===== src/rtl/regfile_pkg.sv =====
// Shared constants and helpers for the scoreboard register file.
//   RF_DATA_W / RF_NUM_REGS / RF_NUM_RD : default width, depth and read-port count
//   rf_addr_ok(addr, n)                 : 1 when addr addresses one of n registers
// Optional feature macro used by the register file: REGFILE_BYPASS_EN.
package regfile_pkg;

   localparam int unsigned RF_DATA_W   = 8;
   localparam int unsigned RF_NUM_REGS = 4;
   localparam int unsigned RF_NUM_RD   = 2;

   function automatic logic rf_addr_ok(input logic [31:0] addr, input int unsigned n);
      return addr < n;
   endfunction

endpackage


===== src/rtl/rf_read_port.sv =====
// One registered read port of the scoreboard register file.
// Ports:
//   clk_i, rst_ni            clock, synchronous active-low reset
//   regs_i, busy_i           flattened register contents and scoreboard vector
//   wr_en_i/wr_addr_i/...    in-range write of this cycle (forwarding source)
//   rsv_ready_i, rsv_addr_i  accepted reserve of this cycle
//   rd_en_i, rd_addr_i       read request
//   rd_data_o/rd_busy_o/rd_valid_o  registered read result
// Macro REGFILE_BYPASS_EN: forward a same-cycle write to the read result.
module rf_read_port import regfile_pkg::*; #(
   parameter int unsigned DATA_W   = RF_DATA_W,
   parameter int unsigned NUM_REGS = RF_NUM_REGS,
   parameter int unsigned ADDR_W   = $clog2(RF_NUM_REGS)
) (
   input  logic                       clk_i,
   input  logic                       rst_ni,
   input  logic [NUM_REGS*DATA_W-1:0] regs_i,
   input  logic [NUM_REGS-1:0]        busy_i,
   input  logic                       wr_en_i,
   input  logic [ADDR_W-1:0]          wr_addr_i,
   input  logic [DATA_W-1:0]          wr_data_i,
   input  logic                       rsv_ready_i,
   input  logic [ADDR_W-1:0]          rsv_addr_i,
   input  logic                       rd_en_i,
   input  logic [ADDR_W-1:0]          rd_addr_i,
   output logic [DATA_W-1:0]          rd_data_o,
   output logic                       rd_busy_o,
   output logic                       rd_valid_o
);

   logic [DATA_W-1:0] sel_data, data_d, data_q;
   logic              sel_busy, busy_d, busy_q;
   logic              valid_q;

   // Out-of-range addresses match no register and so read as zero / not busy.
   always_comb begin
      sel_data = '0;
      sel_busy = 1'b0;
      for (int unsigned r = 0; r < NUM_REGS; r++) begin
         if (rd_addr_i == ADDR_W'(r)) begin
            sel_data = regs_i[r*DATA_W +: DATA_W];
            sel_busy = busy_i[r];
         end
      end
   end

`ifdef REGFILE_BYPASS_EN
   // wr_en_i is already range-qualified by the top level.
   always_comb begin
      data_d = sel_data;
      busy_d = sel_busy;
      if (wr_en_i && (wr_addr_i == rd_addr_i)) begin
         data_d = wr_data_i;
         busy_d = rsv_ready_i && (rsv_addr_i == rd_addr_i);
      end
   end
`else
   logic unused_bypass;
   assign unused_bypass = ^{wr_en_i, wr_addr_i, wr_data_i, rsv_ready_i, rsv_addr_i};

   always_comb begin
      data_d = sel_data;
      busy_d = sel_busy;
   end
`endif

   always_ff @(posedge clk_i) begin
      if (!rst_ni) begin
         data_q  <= '0;
         busy_q  <= 1'b0;
         valid_q <= 1'b0;
      end else begin
         valid_q <= rd_en_i;
         if (rd_en_i) begin
            data_q <= data_d;
            busy_q <= busy_d;
         end
      end
   end

   assign rd_data_o  = data_q;
   assign rd_busy_o  = busy_q;
   assign rd_valid_o = valid_q;

endmodule


===== src/rtl/scoreboard_regfile.sv =====
// Parametrised multi-port register file with a per-register busy scoreboard.
// Ports:
//   clk, reset (sync, active-low)
//   wr_en/wr_addr/wr_data     write; clears the busy bit of the target
//   rsv_en/rsv_addr/rsv_ready reserve handshake; sets the busy bit when accepted
//   rd_en/rd_addr             per-port read request, addresses packed ADDR_W per port
//   rd_data/rd_busy/rd_valid  registered per-port read results
//   busy                      registered scoreboard vector
// Macro REGFILE_BYPASS_EN: write-to-read forwarding in the read ports.
module scoreboard_regfile import regfile_pkg::*; #(
   parameter  int unsigned DATA_W   = RF_DATA_W,
   parameter  int unsigned NUM_REGS = RF_NUM_REGS,
   parameter  int unsigned NUM_RD   = RF_NUM_RD,
   localparam int unsigned ADDR_W   = $clog2(NUM_REGS)
) (
   input  logic                     clk,
   input  logic                     reset,
   input  logic                     wr_en,
   input  logic [ADDR_W-1:0]        wr_addr,
   input  logic [DATA_W-1:0]        wr_data,
   input  logic                     rsv_en,
   input  logic [ADDR_W-1:0]        rsv_addr,
   output logic                     rsv_ready,
   input  logic [NUM_RD-1:0]        rd_en,
   input  logic [NUM_RD*ADDR_W-1:0] rd_addr,
   output logic [NUM_RD*DATA_W-1:0] rd_data,
   output logic [NUM_RD-1:0]        rd_valid,
   output logic [NUM_RD-1:0]        rd_busy,
   output logic [NUM_REGS-1:0]      busy
);

   logic [DATA_W-1:0]          regs_q [NUM_REGS];
   logic [DATA_W-1:0]          regs_d [NUM_REGS];
   logic [NUM_REGS-1:0]        busy_q, busy_d;
   logic [NUM_REGS*DATA_W-1:0] regs_flat;
   logic                       wr_ok, rsv_cur_busy;

   assign wr_ok = wr_en && rf_addr_ok(32'(wr_addr), NUM_REGS);

   always_comb begin
      rsv_cur_busy = 1'b0;
      for (int unsigned r = 0; r < NUM_REGS; r++) begin
         if (rsv_addr == ADDR_W'(r)) rsv_cur_busy = busy_q[r];
      end
   end

   assign rsv_ready = reset && rsv_en && rf_addr_ok(32'(rsv_addr), NUM_REGS) && !rsv_cur_busy;

   // Reserve is applied after the write so a same-cycle reserve leaves busy set.
   always_comb begin
      busy_d = busy_q;
      for (int unsigned r = 0; r < NUM_REGS; r++) begin
         regs_d[r] = regs_q[r];
         if (wr_ok && (wr_addr == ADDR_W'(r))) begin
            regs_d[r] = wr_data;
            busy_d[r] = 1'b0;
         end
         if (rsv_ready && (rsv_addr == ADDR_W'(r))) busy_d[r] = 1'b1;
      end
   end

   always_ff @(posedge clk) begin
      if (!reset) begin
         for (int unsigned r = 0; r < NUM_REGS; r++) regs_q[r] <= '0;
         busy_q <= '0;
      end else begin
         for (int unsigned r = 0; r < NUM_REGS; r++) regs_q[r] <= regs_d[r];
         busy_q <= busy_d;
      end
   end

   always_comb begin
      regs_flat = '0;
      for (int unsigned r = 0; r < NUM_REGS; r++) regs_flat[r*DATA_W +: DATA_W] = regs_q[r];
   end

   assign busy = busy_q;

   for (genvar p = 0; p < NUM_RD; p++) begin : g_rd
      rf_read_port #(
         .DATA_W   (DATA_W),
         .NUM_REGS (NUM_REGS),
         .ADDR_W   (ADDR_W)
      ) u_port (
         .clk_i       (clk),
         .rst_ni      (reset),
         .regs_i      (regs_flat),
         .busy_i      (busy_q),
         .wr_en_i     (wr_ok),
         .wr_addr_i   (wr_addr),
         .wr_data_i   (wr_data),
         .rsv_ready_i (rsv_ready),
         .rsv_addr_i  (rsv_addr),
         .rd_en_i     (rd_en[p]),
         .rd_addr_i   (rd_addr[p*ADDR_W +: ADDR_W]),
         .rd_data_o   (rd_data[p*DATA_W +: DATA_W]),
         .rd_busy_o   (rd_busy[p]),
         .rd_valid_o  (rd_valid[p])
      );
   end

endmodule

===== config.mk =====
export PLATFORM = sky130hd
export DESIGN_NAME = scoreboard_regfile
export DESIGN_NICKNAME = d
export VERILOG_FILES = /design/src/rtl/regfile_pkg.sv /design/src/rtl/rf_read_port.sv /design/src/rtl/scoreboard_regfile.sv
export SDC_FILE = /design/constraint.sdc
export NUM_CORES = 1
export LEC_CHECK = 0
export BUFFER_PORTS_ARGS = -buffer_cell sky130_fd_sc_hd__buf_2
export CORE_ASPECT_RATIO = 0.5
export CORE_UTILIZATION = 62
export CTS_BUF_LIST = sky130_fd_sc_hd__clkbuf_4 sky130_fd_sc_hd__clkbuf_8
export DETAILED_ROUTE_END_ITERATION = 7
export GPL_TIMING_DRIVEN = 0
export PLACE_DENSITY = 0.85
export SYNTH_ARGS = -nofsm -noshare
export SYNTH_HDL_FRONTEND = slang
export SYNTH_SLANG_ARGS = --single-unit
export TNS_END_PERCENT = 50

===== constraint.sdc =====
create_clock -name clk -period 2 [get_ports clk]
set_clock_uncertainty 0.1 [all_clocks]
set_input_delay 0.4 -clock clk [delete_from_list [all_inputs] [get_ports clk]]
set_output_delay 0.4 -clock clk [all_outputs]
set_load 0.02 [all_outputs]

### After elaboration in Yosys (flattened, before gate mapping)

Memory sizes are Yosys's and may differ from the RTL's.
Index checks and enable logic that the tools add are counted.

* memory bits (read-only): 0
* input port bits: 22
* bits in writable memories: 32
* memories kept: 1
* register bits after elaboration: 24
* latch bits: 0

* $mul: 0
* reductions and logical operators: 19
* multiplexer cells: 38
* add/subtract/negate cells: 0
* bitwise operators: 4
* $lt $le $gt $ge: 0
* shifts and indexed selects: 0
* eq/ne operators: 12
* div/mod/pow operators: 0

Memories
* regs_q: words 4, bits a word 8, read ports 4, clocked after Yosys merged registers in 0, write ports 4, line scoreboard_regfile.sv:32 `logic [DATA_W-1:0] regs_q [NUM_REGS];`

Operator list (number)
* 8-bit two-way mux: 16
* 1-bit two-way mux: 22
* 2-bit == test (second input constant): 8
* 1-bit logical AND: 10
* 2-bit by 1-bit == test with 1-bit output (second input constant): 4
* 2-bit logical NOT: 4
* 2-bit nonzero test: 4
* 1-bit bitwise OR: 4
* 1-bit logical NOT: 1

### Depth between registers and ports, before layout

Gate-level depths: netlist of the first run.

* depth after elaboration: 9
* depth in mapped cells: 4
* mapped depth without buffers: 3

### Hierarchy

A second synthesis of the first run with hierarchy kept.

* cell total of the unflattened synthesis: 240
* area total of the unflattened synthesis: 2576.2 um^2

Modules (own cells, without submodules)
* scoreboard_regfile: cells each 134, area an instance 1407.6 um^2, times used 1
* rf_read_port: cells each 53, area an instance 584.3 um^2, times used 2

### Worst setup path after synthesis of the first run

Ideal clock, no wire load.

* path kind: input to output
* start point: in reset
* end point: out rsv_ready
* slack: 0.345 ns
* cell stages on the path: 4
* data arrival time: 1.155 ns
* cells stage by stage: buf_2 > buf_2 > o211ai_1 > a21oi_1

* cells in the longest elaborated chain, start to end: 2

Ends and longest elaborated chain
* start: declaration: line scoreboard_regfile.sv:17 `input logic reset,`
* 1-bit logical AND (2 in a row): line scoreboard_regfile.sv:47 `assign rsv_ready = reset && rsv_en && rf_addr_ok(32'(rsv_addr), NUM_REGS) && !rsv_cur_busy;`
* end: declaration: line scoreboard_regfile.sv:23 `output logic rsv_ready,`

Every way passes these cells.

### Final worst setup path of the first run

* start point: reg busy_q[2], in the netlist busy[2]
* end point: out rsv_ready

* cells in the longest elaborated chain, start to end: 4

Ends and longest elaborated chain
* start: declaration: line scoreboard_regfile.sv:34 `logic [NUM_REGS-1:0] busy_q, busy_d;`
* start signal: assignment: line scoreboard_regfile.sv:68 `busy_q <= busy_d;`
* 1-bit two-way mux (2 in a row): line scoreboard_regfile.sv:43 `if (rsv_addr == ADDR_W'(r)) rsv_cur_busy = busy_q[r];`
* 1-bit logical NOT: line scoreboard_regfile.sv:47
* 1-bit logical AND: line scoreboard_regfile.sv:47

Every way passes these cells.

==> results.yml, run 1 <==
run_status:
  run_status: "complete, no violations"
routing:
  avgRoutedWirePerCell_um: 17.7
  detail_route.vias_per_cell: 5.85
  firstDrtPassIters: 4
  routed_wl_um: 6220
  drc: 0
  antenna_left: 0
  vias: 2059
  first_iter_violations: 119
clock_tree:
  postCtsSetupRepairBufs: 0
  cts_root_buf: "sky130_fd_sc_hd__clkbuf_8"
  clkLatencyLatePin_ps: 310
  cts-htree-levels: 2
  worst_setup_hold_path_clk_slew_ps: 90
  clock_tree_from_tritoncts: "done"
  tritoncts.num_buffers: 5
  cts_resized: 0
  cts.sink_count: 56
  max-clock-path-buffers: 2
  cts_hold_repair.buffers: 0
setup_path:
  cells_traversed_along_the_worst_timing_path: "mux2_2 > a21oi_1 > buf_2"
  worstSetupPathDepth: 3
  setup.worst_path.class: "reg2out"
  critPathArrivalTime_ps: 1250
  critPathCaptureType: "output pin"
  worst-path-buf-inv: 1
  worst-path-max-fanout: 6
  critical_path.top_delay_family: "flip-flops"
  req_time_crit_path_ps: 1500
  ff2ff_setup_slack_ps: 1010
  critPathMaxStageDelay_ps: 370
  critical-path-slowest-cell: "sky130_fd_sc_hd__dfxtp_1"
  cp-start-kind: "flop"
  r2r_cells: 3
global_routing:
  grt_use_total: 0.283
  grt_pass1_vias: 1811
  antenna_found_initial: 0
  global_route_total_overflow: 0
  global_route_wire_length_before_repair_um: 8940
  grt_start_max_net_pins: 16
synthesis:
  top_post_synthesis_cells_by_count: "sky130_fd_sc_hd__mux2i_1, sky130_fd_sc_hd__dfxtp_1, sky130_fd_sc_hd__nor2b_1, sky130_fd_sc_hd__nand3b_1, sky130_fd_sc_hd__o221ai_1"
  synthDominantAreaCellType: "sky130_fd_sc_hd__dfxtp_1"
  synth.distinct_cells: 26
  post-synth-top-area-fraction: 0.426
  synth_nets: 270
  yosys_register_bits: 56
  asyncSetResetFlopFracSynth: 0
  post-synth-top-count-cell: "sky130_fd_sc_hd__mux2i_1"
  synth_instances: 248
  synthesis.area_per_instance_um2: 10.6
  synthTopCellsByArea: "sky130_fd_sc_hd__dfxtp_1, sky130_fd_sc_hd__mux2i_1, sky130_fd_sc_hd__nor2b_1, sky130_fd_sc_hd__o221ai_1, sky130_fd_sc_hd__nand3b_1"
  ys.flop_type: "sky130_fd_sc_hd__dfxtp_1"
  synth_seq_area_share: 0.426
  netlist_area_mm2: 0.00263
  synth.yosys.warnings: 0
  post_synth_edffs: 0
sta:
  timing_hold_violations_final: 0
  fin_tns_setup_ps: 0
  setup_repair_after_global_routing_missed_its_margin: "no"
  period_minus_slack_ps: 1750
  fin_crit_sh: 0.876
  max_clock_freq_mhz: 571
  setup_violations: 0
  final-max-slew-violation-count: 0
  timing_worst_slew_pin_value_ps: 480
  hold_ws_ps: 264
  layout_setup_ws_ps: 248
  max-slew-margin-rel: 0.679
placed_design:
  place.gp.congestion: 0.800
  detailedPlacementHpwl_um: 4240
  post-place-ws_ps: 299
  placement.io_buffers: 43
  post-place-cells: 345
floorplanning:
  die_y_um: 48.1
  rows: 16
  floorplan.core_area_mm2: 0.00398
  design.portCount: 47
  dieWidth_um: 94.1
  die-area_mm2: 0.00452
  initial_utilization: 0.660
flow_run:
  cap_viol_max_count: 0
final_layout:
  fin_nets: 320
  final_cell_count_no_fill: 352
  antenna_fix_cells: 0
  area.growth.synth_to_final_pct: 13.8
  layout_cells_sized_above_1: 0.238
  layout.filler_cells: 305
pwr:
  power_density_mw_per_mm2: 687
  power.leakage_nw: 1.32
  vdd.ir_drop.worst_v: 0.000418
hold_path:
  worstHoldPathType: "in2reg"
  worst_hold_path_depth: 3
## state kept, by name, indices dropped and copies added (netlist names)
register and flops:
busy 4, g_rd.u_port.rd_valid_o 2, g_rd.u_port.rd_data_o 16, g_rd.u_port.rd_busy_o 2
regs_q 32
## power by group
| group | internal, mW | leakage, nW | total [mW] | switching [mW] |
|---|---|---|---|---|
| Clock | 0.253 | 0.0445 | 0.607 | 0.354 |
| Sequential | 1.15 | 0.455 | 1.18 | 0.0270 |
| Combinational | 0.121 | 0.823 | 0.274 | 0.154 |
| Total | 1.52 | 1.32 | 2.06 | 0.535 |
## worst reg2reg max path: cells and delay by family, from the launching register on
kind,cells,cell delay [ps]
AO/OA/AOI/OAI,1,190
AND/OR/NAND/NOR,2,160
flip-flops,1,440
## cell families after synthesis
group | share of synthesized area
simple gates | 0.186
mux | 0.236
flops | 0.426
compound gates | 0.0985
buf+inv | 0.0533
## per-layer routing
metal / wire (µm) / global-route usage / up-vias
li1: - / - / 1003
met2: 2700 / 0.469 / 72
met5: 0 / 0 / -
met3: 433 / 0.0651 / 15
met1: 2970 / 0.364 / 969
met4: 117 / 0.135 / 0
## layout by cell type (no fill, tap or decap)
cell / n
sky130_fd_sc_hd__nor2_1: 1
sky130_fd_sc_hd__clkbuf_8: 5
sky130_fd_sc_hd__dfxtp_1: 56
sky130_fd_sc_hd__nor2b_1: 27
sky130_fd_sc_hd__nand3b_2: 2
sky130_fd_sc_hd__buf_6: 3
sky130_fd_sc_hd__nand3_2: 1
sky130_fd_sc_hd__nor3b_2: 1
sky130_fd_sc_hd__nand2_1: 17
sky130_fd_sc_hd__and2_1: 2
sky130_fd_sc_hd__a21boi_0: 9
sky130_fd_sc_hd__o21a_1: 1
sky130_fd_sc_hd__clkinv_2: 1
sky130_fd_sc_hd__a21oi_1: 2
sky130_fd_sc_hd__o211ai_1: 1
sky130_fd_sc_hd__nand3_1: 2
sky130_fd_sc_hd__nand4b_1: 1
sky130_fd_sc_hd__mux2i_1: 61
sky130_fd_sc_hd__nand3b_1: 20
sky130_fd_sc_hd__o221ai_1: 18
sky130_fd_sc_hd__mux2_2: 1
sky130_fd_sc_hd__clkbuf_4: 1
sky130_fd_sc_hd__nor4bb_1: 1
sky130_fd_sc_hd__clkbuf_1: 5
sky130_fd_sc_hd__buf_4: 9
sky130_fd_sc_hd__a32oi_1: 1
sky130_fd_sc_hd__buf_2: 47
sky130_fd_sc_hd__nor4b_1: 1
sky130_fd_sc_hd__and3_1: 1
## metrics by stage
step | power [mW] | utilization | cell area [µm²]
after global placement | 1.46 | 0.731 | 2910
after detailed placement | 1.47 | 0.731 | 2910
after CTS | 2.06 | 0.752 | 2990
after floorplan | 1.38 | - | 2630
after global routing | 2.12 | 0.752 | 2990
final | 2.06 | 0.752 | 2990
## final cells by class
class	instances	area (µm²)	share of cell area
Sequential cell	56	1120	0.374
Tap cell	54	67.6	0.0226
Clock inverter	1	5.00	0.00167
Buffer	21	140	0.0468
Timing Repair Buffer	43	215	0.0719
Multi-Input combinational cell	171	1370	0.457
Clock buffer	6	76.3	0.0255
## worst paths after layout
kind                      from            to
setup / recovery       busy[2]     rsv_ready
hold / removal      wr_data[2]  regs_q[3][2]
setup reg to reg       busy[1]       busy[1]
hold reg to reg   regs_q[3][2]  regs_q[3][2]
(Power assumes the default switching activity.)
==> run 2, diff against run 1 <==
--- a/config.mk
+++ b/config.mk
@@ -7,11 +7,11 @@
 export LEC_CHECK = 0
 export BUFFER_PORTS_ARGS = -buffer_cell sky130_fd_sc_hd__buf_2
 export CORE_ASPECT_RATIO = 0.5
-export CORE_UTILIZATION = 62
+export CORE_UTILIZATION = 57
 export CTS_BUF_LIST = sky130_fd_sc_hd__clkbuf_4 sky130_fd_sc_hd__clkbuf_8
 export DETAILED_ROUTE_END_ITERATION = 7
 export GPL_TIMING_DRIVEN = 0
-export PLACE_DENSITY = 0.85
+export PLACE_DENSITY = 0.8
 export SYNTH_ARGS = -nofsm -noshare
 export SYNTH_HDL_FRONTEND = slang
 export SYNTH_SLANG_ARGS = --single-unit
==> constraint.sdc (replaced) <==
create_clock -name clk -period 1.7 [get_ports clk]
set_clock_uncertainty 0.1 [all_clocks]
set_input_delay 0.34 -clock clk [delete_from_list [all_inputs] [get_ports clk]]
set_output_delay 0.34 -clock clk [all_outputs]
set_load 0.02 [all_outputs]
==> run 2 against run 1 <==
- the flow now finishes with violations (DRC)
- sequential cell count did not move
- clock power grew 48%
- via count grew 3.0%
- sequential power grew 17%
- power is 27% higher
- first-iteration DRC count down 14%
- hold slack got worse by 70 ps
- combinational power rose by 24%
- core utilization decreased by 5.8 points
- register-to-register slack got worse by 440 ps
- largest power group unchanged
- highest routed layer unchanged
==> results.yml, run 2 (same netlist as run 1, synthesis figures left out) <==
sta:
  timing_hold_violations_final: 0
  hold_ws_ps: 194
  max_clock_freq_mhz: 607
  period_minus_slack_ps: 1650
  setup_repair_after_global_routing_missed_its_margin: "no"
  fin_tns_setup_ps: 0
  final-max-slew-violation-count: 0
  max-slew-margin-rel: 0.648
  timing_worst_slew_pin_value_ps: 527
  setup_violations: 0
  fin_crit_sh: 0.969
pwr:
  vdd.ir_drop.worst_v: 0.000414
  switching_share: 0.253
  clock_power_share: 0.343
  power_switching_mw: 0.663
  seq_power_share: 0.528
  combinationalPowerShare: 0.130
  power.leakage_nw: 1.35
  power.internal_mw: 1.95
  totalPowerFinal_mw: 2.62
  power_density_mw_per_mm2: 852
routing:
  antenna_left: 0
  first_iter_violations: 102
  detail_route.vias_per_cell: 5.91
  drc: 6
  avgRoutedWirePerCell_um: 18.8
  vias: 2120
  routed_wl_um: 6760
  firstDrtPassIters: 7
global_routing:
  grt_use_total: 0.297
  global_route_wire_length_before_repair_um: 10500
  grt_pass1_vias: 2006
  global_route_total_overflow: 0
  grt_start_max_net_pins: 17
  antenna_found_initial: 0
placed_design:
  detailedPlacementHpwl_um: 4440
  place.gp.congestion: 0.753
  place_area_mm2: 0.00292
  placement.io_buffers: 43
hold_path:
  hold_path.startpoint: "wr_data[0]"
  worstHoldPathType: "in2reg"
  worst_hold_path_depth: 3
  hold_path_end: "regs_q[3][0]"
final_layout:
  antenna_fix_cells: 0
  commonest_non_fill_non_tap_cells_in_the_layout: "sky130_fd_sc_hd__mux2i_1, sky130_fd_sc_hd__dfxtp_1, sky130_fd_sc_hd__buf_2, sky130_fd_sc_hd__nor2b_1, sky130_fd_sc_hd__nand3b_1"
  largest_register_ff_count: 32
  final_instance_area_mm2: 0.00307
  fin_nets: 323
  max_flop_register: "regs_q"
  final_common_cell: "sky130_fd_sc_hd__mux2i_1"
  layout_cells_sized_above_1: 0.265
  area.growth.synth_to_final_pct: 16.7
  layout.filler_cells: 348
clock_tree:
  clkLatencyLatePin_ps: 320
  cts.sink_count: 56
  cts-htree-levels: 2
  clock_tree_from_tritoncts: "done"
  tritoncts.num_buffers: 5
  max-clock-path-buffers: 2
  cts_root_buf: "sky130_fd_sc_hd__clkbuf_8"
  worst_setup_hold_path_clk_slew_ps: 100
  cts_hold_repair.buffers: 0
setup_path:
  critPathArrivalTime_ps: 1210
  setup.worst_path.class: "reg2out"
  r2r-start: "busy[2]"
  cp-start-kind: "flop"
  r2r_cells: 4
  worst-path-max-fanout: 2
  req_time_crit_path_ps: 1260
  critPathCaptureType: "output pin"
  r2r_end: "busy[2]"
  ff2ff_setup_slack_ps: 570
floorplanning:
  design.portCount: 47
  floorplan.core_area_mm2: 0.00442
  initial_utilization: 0.594
  dieWidth_um: 98.1
  die-area_mm2: 0.00491
  rows: 17
  die_y_um: 50.0
run_status:
  run_status: "finished, violations left"
  violations_in_the_final_reports: "DRC"
flow_run:
  cap_viol_max_count: 0
-- run 2: power by group through the flow --
stage	Clock [mW]	Sequential [mW]	Combinational, mW
CTS	0.914	1.38	0.332
global placement	0	1.41	0.316
finish	0.896	1.38	0.339
floorplan	0	1.42	0.199
detailed placement	0	1.41	0.324
global route	0.980	1.39	0.361
-- run 2: how the worst max path moves through the flow --
| stage | start | to | slack (ps) | cells after the start |
|---|---|---|---|---|
| CTS | busy[3] | rsv_ready | 8 | 3 |
| finish | busy[3] | rsv_ready | 50 | 3 |
| detailed placement | rsv_addr[0] | rsv_ready | 100 | 4 |
| global placement | reset | rsv_ready | 120 | 5 |
| floorplan | reset | rsv_ready | 160 | 4 |
| global route | busy[3] | rsv_ready | 1 | 3 |
-- run 2: critical path, cell delays in order, from the launching register on --
cell                      delay [ps]
sky130_fd_sc_hd__dfxtp_4         360
sky130_fd_sc_hd__mux2_2          270
sky130_fd_sc_hd__a21oi_2         110
sky130_fd_sc_hd__buf_4           140
-- run 2: stage by stage --
| step | cells | util | worst slack (ps) |
|---|---|---|---|
| floorplan | 248 | - | 165 |
| global placement | 348 | 0.659 | 121 |
| detailed placement | 348 | 0.659 | 103 |
| CTS | 358 | 0.690 | 7.96 |
| global route | 359 | 0.694 | 1.12 |
| finish | 359 | 0.694 | 52.1 |
-- run 2: timing repair --
| item | 4_1_cts | 5_1_grt |
|---|---|---|
| pin swaps | 0 | 1 |
| setup endpoints to repair | 1 | 1 |
| gates resized for setup | 5 | 4 |
| buffers inserted | 2 | 1 |
-- run 2: final cells by class --
class                      instances  area, µm²  area share
clock inverter                     2       35.0      0.0114
timing repair buffer              46        240      0.0783
sequential                        56       1130       0.369
clock buffer                       6       76.3      0.0249
buffer                            21        140      0.0457
tap                               57       71.3      0.0232
multi-input combinational        171       1370       0.447
-- run 2: layer usage --
metal	global-route usage	vias up	wire length, µm
met5	0	-	0
met4	0.131	0	81
met3	0.0780	7	522
met2	0.462	75	3030
met1	0.389	1032	3130
li1	-	1006	-
==> run 3, diff against run 2 <==
--- a/config.mk
+++ b/config.mk
@@ -7,11 +7,11 @@
 export LEC_CHECK = 0
 export BUFFER_PORTS_ARGS = -buffer_cell sky130_fd_sc_hd__buf_2
 export CORE_ASPECT_RATIO = 0.5
-export CORE_UTILIZATION = 57
+export CORE_UTILIZATION = 44
 export CTS_BUF_LIST = sky130_fd_sc_hd__clkbuf_4 sky130_fd_sc_hd__clkbuf_8
 export DETAILED_ROUTE_END_ITERATION = 7
 export GPL_TIMING_DRIVEN = 0
-export PLACE_DENSITY = 0.8
+export PLACE_DENSITY = 0.64
 export SYNTH_ARGS = -nofsm -noshare
 export SYNTH_HDL_FRONTEND = slang
 export SYNTH_SLANG_ARGS = --single-unit
==> run 3 against run 2 <==
- critical path type unchanged
- combinational power fell by 2%
- highest routed layer unchanged
- critical path depth unchanged
- routed wire length grew 0.43%
- the run still ends with DRC left
==> results.yml, run 3 (same netlist as run 1, synthesis figures left out) <==
run_status:
  run_status: "finished, violations left"
  violations_in_the_final_reports: "DRC"
routing:
  firstDrtPassIters: 6
  antenna_left: 0
  vias: 2088
  drc: 8
  avgRoutedWirePerCell_um: 18.2
  routed_wl_um: 6790
  first_iter_violations: 115
  detail_route.vias_per_cell: 5.58
setup_path:
  setup.worst_path.class: "reg2out"
  critPathMaxStageDelay_ps: 360
  critical-path-slowest-cell: "sky130_fd_sc_hd__dfxtp_4"
  req_time_crit_path_ps: 1260
  ff2ff_setup_slack_ps: 600
  critPathCaptureType: "output pin"
  worst-path-max-fanout: 3
  critPathArrivalTime_ps: 1220
  cp-start-kind: "flop"
  cells_traversed_along_the_worst_timing_path: "mux2_2 > a21oi_2 > buf_4"
clock_tree:
  tritoncts.num_buffers: 5
  clkLatencyLatePin_ps: 310
  cts_root_buf: "sky130_fd_sc_hd__clkbuf_8"
  cts-htree-levels: 2
  clock_tree_from_tritoncts: "done"
  max-clock-path-buffers: 2
  cts_hold_repair.buffers: 0
  worst_setup_hold_path_clk_slew_ps: 110
  cts.sink_count: 56
final_layout:
  area_used_by_multi_input_combinational_logic_mm2: 0.00137
  largest_register_ff_count: 32
  commonest_non_fill_non_tap_cells_in_the_layout: "sky130_fd_sc_hd__mux2i_1, sky130_fd_sc_hd__dfxtp_1, sky130_fd_sc_hd__buf_2, sky130_fd_sc_hd__nor2b_1, sky130_fd_sc_hd__nand3b_1"
  layout.filler_cells: 518
  final_instance_area_mm2: 0.00309
  fin_nets: 322
  regArea_mm2: 0.00113
  area.growth.synth_to_final_pct: 17.5
  antenna_fix_cells: 0
  layout_cells_sized_above_1: 0.262
  max_flop_register: "regs_q"
  final_common_cell: "sky130_fd_sc_hd__mux2i_1"
sta:
  max_clock_freq_mhz: 603
  fin_tns_setup_ps: 0
  setup_repair_after_global_routing_missed_its_margin: "no"
  setup_violations: 0
  fin_crit_sh: 0.975
  period_minus_slack_ps: 1660
  final-max-slew-violation-count: 0
  timing_worst_slew_pin_value_ps: 512
  max-slew-margin-rel: 0.658
  timing_hold_violations_final: 0
global_routing:
  grt_use_total: 0.230
  antenna_found_initial: 0
  grt_pass1_vias: 2063
  global_route_total_overflow: 0
  grt_start_max_net_pins: 18
  global_route_wire_length_before_repair_um: 10800
floorplanning:
  dieWidth_um: 111
  rows: 19
  die_y_um: 56.7
  die-area_mm2: 0.00631
  design.portCount: 47
  floorplan.core_area_mm2: 0.00561
  initial_utilization: 0.469
hold_path:
  worstHoldPathType: "in2reg"
pwr:
  vdd.ir_drop.worst_v: 0.000407
  seq_power_share: 0.522
  power.leakage_nw: 1.35
  switching_share: 0.251
  power_switching_mw: 0.665
  power.internal_mw: 1.98
  power_density_mw_per_mm2: 856
  clock_power_share: 0.352
  combinationalPowerShare: 0.126
flow_run:
  cap_viol_max_count: 0
placed_design:
  place.gp.congestion: 0.757
  detailedPlacementHpwl_um: 4610
  placement.io_buffers: 43
  place_area_mm2: 0.00294
[run 3: changes by cell type in the layout (fill, tap and decap cells not counted), sizes merged]
cell / change
buf: -1
[run 3: path summary, 6_finish.rpt]
check                    start      endpoint  cells past startpoint
setup / recovery       busy[3]     rsv_ready                      3
hold / removal      wr_data[3]  regs_q[3][3]                      3
setup reg to reg       busy[2]       busy[2]                      4
hold reg to reg   regs_q[3][5]  regs_q[3][5]                      2
[run 3: area by class of cell]
type | instances | share of cell area
clock inverter | 2 | 0.0126
timing repair buffer | 45 | 0.0753
buffer | 21 | 0.0454
sequential | 56 | 0.366
tap | 73 | 0.0296
clock buffer | 6 | 0.0267
multi-input combinational | 171 | 0.444
[run 3: worst max-delay path, delay by kind of cell (launching register included)]
family | cells | cell delay, ps
flops | 1 | 360
mux | 1 | 270
buf+inv | 1 | 140
compound gates | 1 | 130
[run 3: power groups by stage]
stage | clock network, mW | registers [mW] | logic [mW]
after floorplan | 0 | 1.42 | 0.199
after global placement | 0 | 1.41 | 0.319
after detailed placement | 0 | 1.42 | 0.326
after CTS | 0.945 | 1.39 | 0.326
after global routing | 0.999 | 1.39 | 0.359
final | 0.931 | 1.38 | 0.333
[run 3: what timing repair did]
item,4_1_cts,5_1_grt
buffers inserted,0,2
gates resized for setup,2,6
pin swaps,0,0
endpoints found under the setup margin,1,1
[run 3: metrics by stage]
stage / hold slack, ps / util / power [mW] / setup WS [ps] / std cells
floorplan: 356 / - / 1.62 / 165 / 248
global placement: 365 / 0.523 / 1.73 / 130 / 364
detailed placement: 376 / 0.523 / 1.74 / 114 / 364
CTS: 199 / 0.545 / 2.66 / 11.2 / 372
global route: 205 / 0.551 / 2.75 / 19.1 / 374
finish: 206 / 0.551 / 2.65 / 42.7 / 374
[run 3: per-layer routing]
layer / GRT usage / routed length [µm]
met5: 0 / 0
met4: 0.0714 / 63
met3: 0.0508 / 456
met1: 0.304 / 3180
met2: 0.379 / 3090
